===== src/rtl/crt_timing_gen_if.sv =====
// Raster timing bundle between the CRT timing generator and the pixel renderer.
// The generator owns the master side: it takes the divider setting and drives the timing.
interface crt_timing_gen_if #(
   parameter int unsigned CoordWidth = 10,
   parameter int unsigned DivWidth   = 4
);
   logic [DivWidth-1:0]   ClockDivide;
   logic                  PixelClock;
   logic [CoordWidth-1:0] xpos;
   logic [CoordWidth-1:0] ypos;
   logic                  hsync;
   logic                  vsync;
   logic                  ActiveVideo;
   logic                  LineEnd;
   logic                  FrameEnd;

   modport master (
      input  ClockDivide,
      output PixelClock, xpos, ypos, hsync, vsync, ActiveVideo, LineEnd, FrameEnd
   );

   modport slave (
      output ClockDivide,
      input  PixelClock, xpos, ypos, hsync, vsync, ActiveVideo, LineEnd, FrameEnd
   );
endinterface


===== src/rtl/crt_timing_gen.sv =====
// Parametrised VGA/CRT raster timing generator with a runtime clock-enable divider.
// Coordinates and sync/active flags are registered; strobes are decoded from the registers.
module crt_timing_gen #(
   parameter int unsigned CoordWidth    = 10,
   parameter int unsigned DivWidth      = 4,
   parameter int unsigned HActive       = 640,
   parameter int unsigned HFront        = 16,
   parameter int unsigned HSync         = 96,
   parameter int unsigned HBack         = 48,
   parameter int unsigned VActive       = 480,
   parameter int unsigned VFront        = 10,
   parameter int unsigned VSync         = 2,
   parameter int unsigned VBack         = 33,
   parameter int unsigned HSyncPolarity = 0,
   parameter int unsigned VSyncPolarity = 0
) (
   input  logic           Clock,
   input  logic           Reset,
   crt_timing_gen_if.master tg
);

   localparam int unsigned HTotal  = HActive + HFront + HSync + HBack;
   localparam int unsigned VTotal  = VActive + VFront + VSync + VBack;
   localparam int unsigned HsStart = HActive + HFront;
   localparam int unsigned HsEnd   = HsStart + HSync;
   localparam int unsigned VsStart = VActive + VFront;
   localparam int unsigned VsEnd   = VsStart + VSync;
   localparam logic        HsPol   = 1'(HSyncPolarity);
   localparam logic        VsPol   = 1'(VSyncPolarity);

   // Reject parameter sets that cannot be represented or have empty mandatory regions.
   if (CoordWidth < 1 || CoordWidth > 31) begin : g_bad_coord_width
      $error("crt_timing_gen: CoordWidth must be 1..31");
   end
   if (DivWidth < 1 || DivWidth > 31) begin : g_bad_div_width
      $error("crt_timing_gen: DivWidth must be 1..31");
   end
   if (HActive < 1 || HSync < 1 || VActive < 1 || VSync < 1) begin : g_bad_regions
      $error("crt_timing_gen: HActive, HSync, VActive and VSync must be at least 1");
   end
   if (((HTotal - 1) >> CoordWidth) != 0 || ((VTotal - 1) >> CoordWidth) != 0) begin : g_bad_totals
      $error("crt_timing_gen: HTotal-1 or VTotal-1 does not fit in CoordWidth");
   end
   if (HSyncPolarity > 1 || VSyncPolarity > 1) begin : g_bad_polarity
      $error("crt_timing_gen: sync polarity must be 0 or 1");
   end

   logic [DivWidth-1:0]   div_q, div_d, div_m1;
   logic [CoordWidth-1:0] x_q, x_d, y_q, y_d;
   logic                  hs_q, hs_d, vs_q, vs_d, av_q, av_d;
   logic                  pix_c, last_x_c, last_y_c;

   function automatic logic in_range(input logic [CoordWidth-1:0] v,
                                     input int unsigned lo, input int unsigned hi);
      return (32'(v) >= lo) && (32'(v) < hi);
   endfunction

   // Divider: a setting of 0 behaves as 1; a setting lowered below the count wraps it.
   always_comb begin
      div_m1 = '0;
      if (tg.ClockDivide != '0) begin
         div_m1 = tg.ClockDivide - DivWidth'(1);
      end
      pix_c    = (div_q == div_m1);
      div_d    = (div_q >= div_m1) ? '0 : div_q + DivWidth'(1);
      last_x_c = (x_q == CoordWidth'(HTotal - 1));
      last_y_c = (y_q == CoordWidth'(VTotal - 1));
   end

   // Raster next state; flags are decoded from the next coordinates so they stay aligned.
   always_comb begin
      x_d  = x_q;
      y_d  = y_q;
      hs_d = hs_q;
      vs_d = vs_q;
      av_d = av_q;
      if (pix_c) begin
         x_d = last_x_c ? '0 : x_q + CoordWidth'(1);
         if (last_x_c) begin
            y_d = last_y_c ? '0 : y_q + CoordWidth'(1);
         end
         hs_d = in_range(x_d, HsStart, HsEnd) ? HsPol : ~HsPol;
         vs_d = in_range(y_d, VsStart, VsEnd) ? VsPol : ~VsPol;
         av_d = (32'(x_d) < HActive) && (32'(y_d) < VActive);
      end
   end

   always_ff @(posedge Clock) begin
      if (Reset) begin
         div_q <= '0;
         x_q   <= '0;
         y_q   <= '0;
         hs_q  <= ~HsPol;
         vs_q  <= ~VsPol;
         av_q  <= 1'b1;
      end else begin
         div_q <= div_d;
         x_q   <= x_d;
         y_q   <= y_d;
         hs_q  <= hs_d;
         vs_q  <= vs_d;
         av_q  <= av_d;
      end
   end

   assign tg.PixelClock  = pix_c;
   assign tg.xpos        = x_q;
   assign tg.ypos        = y_q;
   assign tg.hsync       = hs_q;
   assign tg.vsync       = vs_q;
   assign tg.ActiveVideo = av_q;
   assign tg.LineEnd     = pix_c & last_x_c;
   assign tg.FrameEnd    = pix_c & last_x_c & last_y_c;

endmodule


===== src/flat_wrapper.sv =====
// flat-port wrapper written by rule: the top's interface ports become plain ports
module crt_timing_gen_flat 
#(
   parameter int unsigned CoordWidth    = 10,
   parameter int unsigned DivWidth      = 4,
   parameter int unsigned HActive       = 640,
   parameter int unsigned HFront        = 16,
   parameter int unsigned HSync         = 96,
   parameter int unsigned HBack         = 48,
   parameter int unsigned VActive       = 480,
   parameter int unsigned VFront        = 10,
   parameter int unsigned VSync         = 2,
   parameter int unsigned VBack         = 33,
   parameter int unsigned HSyncPolarity = 0,
   parameter int unsigned VSyncPolarity = 0
)
  (Clock, Reset, tg_ClockDivide, tg_PixelClock, tg_xpos, tg_ypos, tg_hsync, tg_vsync, tg_ActiveVideo, tg_LineEnd, tg_FrameEnd);
  crt_timing_gen_if #(.CoordWidth(CoordWidth), .DivWidth(DivWidth)) tg_i ();
  input  logic Clock;
  input  logic Reset;
  input wire logic [$bits(tg_i.ClockDivide)-1:0] tg_ClockDivide;
  output wire logic [$bits(tg_i.PixelClock)-1:0] tg_PixelClock;
  output wire logic [$bits(tg_i.xpos)-1:0] tg_xpos;
  output wire logic [$bits(tg_i.ypos)-1:0] tg_ypos;
  output wire logic [$bits(tg_i.hsync)-1:0] tg_hsync;
  output wire logic [$bits(tg_i.vsync)-1:0] tg_vsync;
  output wire logic [$bits(tg_i.ActiveVideo)-1:0] tg_ActiveVideo;
  output wire logic [$bits(tg_i.LineEnd)-1:0] tg_LineEnd;
  output wire logic [$bits(tg_i.FrameEnd)-1:0] tg_FrameEnd;
  assign tg_i.ClockDivide = tg_ClockDivide;
  assign tg_PixelClock = tg_i.PixelClock;
  assign tg_xpos = tg_i.xpos;
  assign tg_ypos = tg_i.ypos;
  assign tg_hsync = tg_i.hsync;
  assign tg_vsync = tg_i.vsync;
  assign tg_ActiveVideo = tg_i.ActiveVideo;
  assign tg_LineEnd = tg_i.LineEnd;
  assign tg_FrameEnd = tg_i.FrameEnd;
  crt_timing_gen #(.CoordWidth(CoordWidth), .DivWidth(DivWidth), .HActive(HActive), .HFront(HFront), .HSync(HSync), .HBack(HBack), .VActive(VActive), .VFront(VFront), .VSync(VSync), .VBack(VBack), .HSyncPolarity(HSyncPolarity), .VSyncPolarity(VSyncPolarity)) u_core (.Clock(Clock), .Reset(Reset), .tg(tg_i));
endmodule

===== config.mk =====
export PLATFORM = sky130hd
export DESIGN_NAME = crt_timing_gen_flat
export DESIGN_NICKNAME = d
export VERILOG_FILES = /design/src/rtl/crt_timing_gen_if.sv /design/src/rtl/crt_timing_gen.sv /design/src/flat_wrapper.sv
export SDC_FILE = /design/constraint.sdc
export NUM_CORES = 1
export LEC_CHECK = 0
export ABC_AREA = 1
export BUFFER_PORTS_ARGS = -buffer_cell sky130_fd_sc_hd__buf_2
export CAP_MARGIN = 15
export CORE_UTILIZATION = 56
export DETAILED_ROUTE_END_ITERATION = 16
export GPL_ROUTABILITY_DRIVEN = 0
export HOLD_SLACK_MARGIN = 0.12
export PLACE_DENSITY = 0.92
export SKIP_CTS_REPAIR_TIMING = 1
export SYNTH_ARGS = -nofsm -noshare
export SYNTH_HDL_FRONTEND = slang
export SYNTH_SLANG_ARGS = --single-unit

===== constraint.sdc =====
create_clock -name Clock -period 2.7 [get_ports Clock]
set_input_delay 0.54 -clock Clock [delete_from_list [all_inputs] [get_ports Clock]]
set_output_delay 0.54 -clock Clock [all_outputs]
set_load 0.02 [all_outputs]

Word level (Yosys, flattened, before mapping)
Index checks and enable logic that the tools add are counted.

storage, ports and cells
  logic and storage cells = 34
  memory bits (writable) = 0
  bits in latches = 0
  input bits = 6
  memories kept = 0
  memory bits (read-only) = 0
  output and inout bits = 26
  bits in registers = 27

cells by class
  multipliers = 0
  magnitude comparators = 7
  shift operators = 0
  multiplexer cells = 7
  bitwise logic cells = 2
  reduce and logical (&&, ||, !) cells = 5
  add/subtract/negate cells = 4
  div/mod/pow operators = 0
  equal/unequal tests = 3

operators with widths
  kind                                                                                  count
  10-bit 2-to-1 mux                                                                     4
  10-bit by 1-bit adder with 10-bit output, second input constant                       2
  10-bit == test, second input constant                                                 2
  10-bit < comparator, second input constant                                            2
  10-bit by 9-bit < comparator with 1-bit output, second input constant                 2
  10-bit greater-or-equal comparator, second input constant                             1
  10-bit by 9-bit greater-or-equal comparator with 1-bit output, second input constant  1
  4-bit by 1-bit adder with 4-bit output, second input constant                         1
  4-bit == test                                                                         1
  4-bit greater-or-equal comparator                                                     1
  4-bit 2-to-1 mux                                                                      1
  4-bit nonzero test                                                                    1
  4-bit by 1-bit subtractor with 4-bit output, second input constant                    1
  1-bit logical AND                                                                     3
  1-bit AND                                                                             2
  1-bit 2-to-1 mux                                                                      2
  2-bit OR reduction                                                                    1

Longest topological paths before layout
Gate-level depths: netlist of run 1.

  depth in word-level cells = 7
  depth in mapped cells = 14
  mapped depth without buffers = 14

Worst setup path after synthesis of run 1
OpenSTA, ideal clock, no wires.

  kind = input port to output port
  start = input port tg_ClockDivide[0]
  end = output port tg_FrameEnd
  required time = 2160 ps
  stages = 10
  path buffers = 1
  data arrival time = 2253 ps
  slack = -93 ps
  path through = nor2_1 -> nand2_1 -> nand2_1 -> o21ai_0 -> ha_1 -> nand2_1 -> inv_1 -> nand3_1 -> clkbuf_1 -> nor3_1

on the way
  longest elaborated chain between the ends = 5
  elaborated cells between the ends (all ways) = 6
  those cells by class = add/sub (1); eq/ne (1); mux (1); bitwise (2); reduce/logical (1)

ends and longest elaborated chain
  element                                                                            RTL line                                    source
  from (decl)                                                                        flat_wrapper.sv:21                          input wire logic [$bits(tg_i.ClockDivide)-1:0] tg_ClockDivide;
  4-bit by 1-bit subtractor with 4-bit output or 4-bit nonzero test (tied branches)  crt_timing_gen.sv:62, crt_timing_gen.sv:61
  4-bit 2-to-1 mux (*)                                                               crt_timing_gen.sv:61                        if (tg.ClockDivide != '0) begin
  4-bit == test (*)                                                                  crt_timing_gen.sv:64                        pix_c = (div_q == div_m1);
  1-bit AND (*) (2 in series)                                                        crt_timing_gen.sv:113                       assign tg.FrameEnd = pix_c & last_x_c & last_y_c;
  to (decl)                                                                          flat_wrapper.sv:29                          output wire logic [$bits(tg_i.FrameEnd)-1:0] tg_FrameEnd;

Every way passes the cells marked *; elsewhere a longest branch is shown, timed or not.

Final worst setup path of run 1
Same ends and word-level chain as after synthesis.

==> results of run 1 <==
path summary, 6_finish.rpt:
path,to,slack (ns),depth (start not counted)
max,tg_FrameEnd,0.20,11
max reg2reg,u_core.tg.vsync,0.85,12
min reg2reg,u_core.tg.vsync,0.48,2
min,u_core.tg.vsync,0.48,2
layout make-up:
class / instances / area [sq um] / share of cell area
inverter: 37 / 139 / 0.0654
timing repair buffer: 34 / 178 / 0.0836
tap: 44 / 55.1 / 0.0259
multi-input combinational: 220 / 1180 / 0.557
sequential: 27 / 541 / 0.254
clock inverter: 1 / 7.51 / 0.00353
clock buffer: 3 / 22.5 / 0.0106
cell usage in the layout (no fill, tap or decap), types with 4 or more instances in the layout:
cell type	instances
nor2_1	35
nand2_1	77
nand4_1	9
nor2_4	4
nor2_2	5
dfxtp_1	27
buf_2	31
a21oi_1	20
o21ai_0	14
inv_1	35
nand3_1	15
ha_1	9
cell usage after synthesis (2+ instances only):
master / instances / area (sq um)
o21ai_0: 14 / 70.1
xnor2_1: 2 / 17.5
dfxtp_1: 27 / 541
ha_1: 9 / 113
nor2_1: 35 / 131
clkbuf_1: 3 / 11.3
inv_1: 35 / 131
o21bai_1: 3 / 22.5
buf_2: 3 / 15.0
xor2_1: 2 / 17.5
nand3_1: 16 / 80.1
o211ai_1: 2 / 15.0
inv_2: 2 / 7.51
nand2_2: 3 / 18.8
nor3_1: 4 / 20.0
buf_6: 2 / 22.5
nand3_2: 2 / 20.0
nand4_1: 9 / 56.3
nand3b_1: 3 / 22.5
nand2_1: 77 / 289
nor2_2: 5 / 31.3
a211oi_1: 2 / 15.0
a21oi_1: 20 / 100
nor2_4: 4 / 45.0
per-layer routing:
| metal | global-route usage | up-vias | wire (microns) | share of wire |
|---|---|---|---|---|
| met5 | 0 | - | 0 | 0 |
| met4 | 0.0864 | 0 | 52 | 0.013 |
| li1 | - | 1010 | - | - |
| met2 | 0.444 | 63 | 1900 | 0.46 |
| met1 | 0.306 | 836 | 1950 | 0.47 |
| met3 | 0.0260 | 5 | 230 | 0.056 |
logic make-up after synthesis:
| logic type | Yosys count | synth area share |
|---|---|---|
| buffers and inverters | 45 | 0.0991 |
| AND/OR/NAND/NOR | 161 | 0.396 |
| flip-flops | 27 | 0.286 |
| adder cells (fa/ha/maj) | 9 | 0.0595 |
| XOR/XNOR | 4 | 0.0185 |
| AO/OA/AOI/OAI | 46 | 0.141 |
critical path: stages:
cell and delay (ns):
buf_2 0.12, nor2_1 0.13, nand2_1 0.11, nand2_1 0.07, o21ai_0 0.08, ha_1 0.28
nand2_1 0.06, inv_1 0.09, nand3_4 0.12, nor3_2 0.18, buf_2 0.18
state kept, by name (all words and copies together) (netlist names):
signal and flops:
u_core.tg.hsync 1, u_core.tg.ypos 10, u_core.tg.vsync 1, u_core.tg.ActiveVideo 1
u_core.tg.xpos 10, u_core.div_q 4
through the flow:
step | hold WS [ns] | cell area [sq um] | utilization | instances | total power [mW]
final | 0.485 | 2120 | 0.679 | 366 | 1.03
after global routing | 0.507 | 2120 | 0.679 | 366 | 1.10
after CTS | 0.486 | 2110 | 0.675 | 366 | 1.02
after detailed placement | 0.453 | 2080 | 0.666 | 362 | 0.849
after global placement | 0.446 | 2080 | 0.666 | 362 | 0.837
after floorplan | 0.430 | 1900 | - | 292 | 0.760
power breakdown:
group	internal (mW)	total, mW	switching, mW
Sequential	0.445	0.513	0.0686
Combinational	0.122	0.337	0.215
Clock	0.0569	0.181	0.124
==> summary.md, run 1 <==
| Metric | Value |
|---|---|
| Fill cell count | `272` |
| Worst Path Required | `approximately 2.2 ns` |
| Core area | `between 3000 and 4000 sq um` |
| Yosys reg bits | `27` |
| Pwr/cell area | `485 nW/um^2` |
| Crit path max fanout | `6` |
| Clock Path Buffers | `2` |
| CP Launch Point | `tg_ClockDivide[0]` |
| DIE HEIGHT | `about 60 microns` |
| Crit share post-route | `0.926` |
| Worst slew pin tran | `around 0.38 ns` |
| Post-place setup slack | `around 0.040 ns` |
| First-pass GRT wire length | `around 6900 microns` |
| Post-synth EDFFs | `0` |
| N_diodes | `0` |
| Row count | `20` |
| Largest net degree at the start of global routing | `28` |
| Final hold vios | `0` |
| PortBufs | `31` |
| CTS root buf | `clkbuf_4` |
| Max Cap Viol | `0` |
| Reg clk slew, reported paths | `between 0.1 and 0.15 ns` |
| Io pins | `32` |
| Antenna viol nets, final | `0` |
| Syn Inst Count | `~290` |
| Post-DP HPWL | `between 3000 and 4000 microns` |
| Initial DRC Count | `about 120` |
| Relative slew slack | `0.744` |
| Synth Cell Area | `1890 sq um` |
| CTS buffer count | `3` |
| Fin worst setup slack | `between 0.15 and 0.2 ns` |
| H-tree levels | `1` |
| Layout cells sized above 1 | `0.180` |
| LEAKAGE | `around 1.0 nW` |
| Synth async-reset ratio | `0` |
| Vias per cell | `5.23` |
| Final setup viols | `0` |
| Crit end category | `output pin` |
| Synthesis-to-finish area growth | `12.2%` |
| Final nets | `338` |
| CTS sink cnt | `27` |
| Via count | `between 1,500 and 2,000` |
| Ys flop type | `dfxtp_1` |
| DR pass1 iterations | `4` |
| Clk Latency, worst-skew pair | `about 0.34 ns` |
| Final Slew Violations | `0` |
| Number of global-route vias before repair | `approximately 1,700` |
| Worst clock skew | `~0.0060 ns` |
| Global route overflow | `0` |
| Seq/Total Area, Yosys | `0.286` |
| CP Launch Type | `primary input` |
| F_max | `between 300 and 400 MHz` |
| Hold wc startpoint | `u_core.tg.vsync` |
| Syn_area_per_cell | `around 6.5 sq um` |
| Critical Path AT | `1.96 ns` |
| RSZ-0062 raised after global routing | `false` |
| Yosys Warn Count | `0` |
| Tmin final | `between 2 and 3 ns` |
| Min-Delay Path Class | `reg -> reg` |
| Total nets after synthesis | `approximately 310` |
| WS Path Type | `in -> out` |
| DRC | `0` |
| CTS tree | `done` |
| Reg-to-Reg Start | `u_core.tg.xpos[0]` |
| Starting density of the core | `0.605` |
| Die W | `60.1 microns` |
| Peak VDD IR | `between 0.3 and 0.4 mV` |
| Routed length per placed instance | `~11 microns` |
| Routed wire length | `between 4000 and 5000 microns` |
| Full die area | `3620 sq um` |
| Total GRT Usage | `0.249` |
| Fin Setup TNS | `0 ns` |
| Synth cell types | `32` |
| Status | `complete, no violations` |
| Antenna violations before repair | `0` |
(Power assumes the default switching activity.)
==> run 2, diff against run 1 <==
--- a/config.mk
+++ b/config.mk
@@ -8,11 +8,12 @@
 export ABC_AREA = 1
 export BUFFER_PORTS_ARGS = -buffer_cell sky130_fd_sc_hd__buf_2
 export CAP_MARGIN = 15
-export CORE_UTILIZATION = 56
+export CORE_MARGIN = 2
+export CORE_UTILIZATION = 45
 export DETAILED_ROUTE_END_ITERATION = 16
 export GPL_ROUTABILITY_DRIVEN = 0
 export HOLD_SLACK_MARGIN = 0.12
-export PLACE_DENSITY = 0.92
+export PLACE_DENSITY = 0.81
 export SKIP_CTS_REPAIR_TIMING = 1
 export SYNTH_ARGS = -nofsm -noshare
 export SYNTH_HDL_FRONTEND = slang
==> constraint.sdc (replaced) <==
create_clock -name Clock -period 2.2 [get_ports Clock]
set_input_delay 0.44 -clock Clock [delete_from_list [all_inputs] [get_ports Clock]]
set_output_delay 0.44 -clock Clock [all_outputs]
set_load 0.02 [all_outputs]
==> run 2 against run 1 <==
Final area is 7.2% higher. Count of clock-buffer cells in the layout is 1 higher. First-iteration DRC count is 6.6% higher. Sequential power is 24% higher. Clock power is 60% higher. Critical path depth stayed put. Clock skew is 0.0025 ns higher. Power is 32% higher. Non-clock buffer count is 9 higher. Critical path type unchanged. Critical endpoint unchanged. Highest routed layer unchanged.
==> summary.md, run 2 (synthesis results as in run 1) <==
| Metric | Value |
|---|---|
| Status | `complete, no violations` |
| Antenna viol nets, final | `0 (unchanged)` |
| Final hold vios | `0 (unchanged)` |
| Critical Path AT | `1.72 ns (-0.24 ns)` |
| First-pass GRT wire length | `7360 microns (+6.9%)` |
| Largest net degree at the start of global routing | `18 (-36%)` |
| Design area | `2280 sq um (+7.2%)` |
| Fill cell count | `406 (+49%)` |
| Multi-input logic area | `1210 sq um (+2.5%)` |
| Synthesis-to-finish area growth | `20.3%` |
| Antenna violations before repair | `0 (unchanged)` |
| Routed length per placed instance | `11.9 microns (+5.6%)` |
| Initial DRC Count | `129 (+6.6%)` |
| WS Path Type | `in -> out` |
| CTS root buf | `clkbuf_8` |
| Final Slew Violations | `0 (unchanged)` |
| Crit share post-route | `0.980` |
| WHS Path Cells | `2 (unchanged)` |
| Total power | `1.36 mW (+32%)` |
| Fin worst setup slack | `0.0442 ns (-0.156 ns)` |
| Routed wire length | `4540 microns (+10%)` |
| DR pass1 iterations | `4 (unchanged)` |
| Pwr/cell area | `598 nW/um^2 (+23%)` |
| Clk Latency, worst-skew pair | `0.28 ns (-0.06 ns)` |
| Total GRT Usage | `0.202 (-0.0467)` |
| Fin Setup TNS | `0 ns (unchanged)` |
| CP Launch Type | `primary input` |
| Worst slew pin tran | `0.405 ns (+0.0218 ns)` |
| Full die area | `4740 sq um (+31%)` |
| CTS sink cnt | `27 (unchanged)` |
| Final nets | `347 (+2.7%)` |
| Starting density of the core | `0.470 (-0.135)` |
| Post-DP HPWL | `3330 microns (+5.0%)` |
| Global route overflow | `0 (unchanged)` |
| Most frequent cells in the layout | `75 x nand2_1, 33 x inv_1, 33 x nor2_1, 27 x buf_2, 23 x dfxtp_1` |
| Worst clock skew | `0.00851 ns (+0.00248 ns)` |
| H-tree levels | `1 (unchanged)` |
| Final setup viols | `0 (unchanged)` |
| Worst Path Required | `1.76 ns (-0.40 ns)` |
| Reg2Reg Depth | `13 (+1)` |
| Crit path max fanout | `5 (-1)` |
| PortBufs | `31 (unchanged)` |
| Placed Instance Area | `2120 sq um (+2.0%)` |
| Via count | `2,029 (+6.0%)` |
| DRC | `0 (unchanged)` |
| Reg clk slew, reported paths | `0.10 ns (-0.04 ns)` |
| F_max | `roughly 460 MHz` |
| Relative slew slack | `0.730 (-0.0145)` |
| Most common cell after layout, fill and taps aside | `nand2_1` |
| Io pins | `32 (unchanged)` |
| Max Cap Viol | `0 (unchanged)` |
| Peak VDD IR | `0.281 mV (-22%)` |
| Crit end category | `output pin` |
| Tmin final | `~2.2 ns` |
| Layout cells sized above 1 | `0.233 (+0.0525)` |
| Storage cell area | `546 sq um (+0.93%)` |
| Hold slack | `0.473 ns (-0.0123 ns)` |
| Clock Path Buffers | `2 (unchanged)` |
| CTS tree | `done` |
| Number of global-route vias before repair | `1,701 (+2.2%)` |
| RSZ-0062 raised after global routing | `true` |
| CTS buffer count | `3 (unchanged)` |
| Vias per cell | `5.33 (+1.8%)` |
| Die W | `68.9 microns (+14%)` |
| Row count | `23 (+15%)` |
| Core area | `4030 sq um (+29%)` |
| Min-Delay Path Class | `reg -> reg` |
| DIE HEIGHT | `68.9 microns (+14%)` |
| LEAKAGE | `1.08 nW (+7.5%)` |
| N_diodes | `0 (unchanged)` |
| Post-place setup slack | `-0.0651 ns (-0.105 ns)` |
-- run 2: cell count changes in the layout (fill, tap and decap cells not counted), moves of 3 or more --
cell and delta:
buf_2 -4, clkbuf_4 -3, dfxtp_2 +4, clkbuf_8 +3
dfxtp_1 -4, buf_4 +10
-- run 2: routing by layer --
layer | GRT usage | part of all wire | wire, microns
met1 | 0.263 | 0.45 | 2070
met2 | 0.343 | 0.47 | 2130
met3 | 0.0244 | 0.059 | 266
met4 | 0.0760 | 0.017 | 76
met5 | 0 | 0 | 0
-- run 2: per-stage QoR --
stage,std cells,util
after global placement,371,0.527
final,381,0.565
after detailed placement,371,0.527
after CTS,375,0.538
after floorplan,292,-
after global routing,381,0.565
-- run 2: worst max-delay path, cell delays in order --
cell     delay [ns]
buf_8          0.10
nor2_4         0.10
nand2_2        0.08
nand2_1        0.06
o21ai_1        0.07
ha_1           0.30
nand2_2        0.06
inv_2          0.06
nand3_4        0.11
nor3_4         0.19
buf_6          0.14
-- run 2: layout make-up --
type | instances | share of cell area
Multi-Input combinational cell | 220 | 0.532
Sequential cell | 27 | 0.240
Timing Repair Buffer | 43 | 0.119
Inverter | 37 | 0.0621
Tap cell | 50 | 0.0275
Clock buffer | 4 | 0.0198
-- run 2: worst paths after layout --
kind	startpoint	end	slack [ns]
worst max-delay path	tg_ClockDivide[1]	tg_FrameEnd	0.04
worst min-delay path	u_core.tg.ActiveVideo	u_core.tg.ActiveVideo	0.47
worst max register to register	u_core.tg.xpos[0]	u_core.tg.vsync	0.38
worst min register to register	u_core.tg.ActiveVideo	u_core.tg.ActiveVideo	0.47
-- run 2: report_power, final --
part	switching [mW]	total (mW)	leakage (nW)	internal, mW
clock	0.159	0.289	0.0228	0.130
sequential	0.0871	0.634	0.222	0.547
combinational	0.275	0.440	0.832	0.165
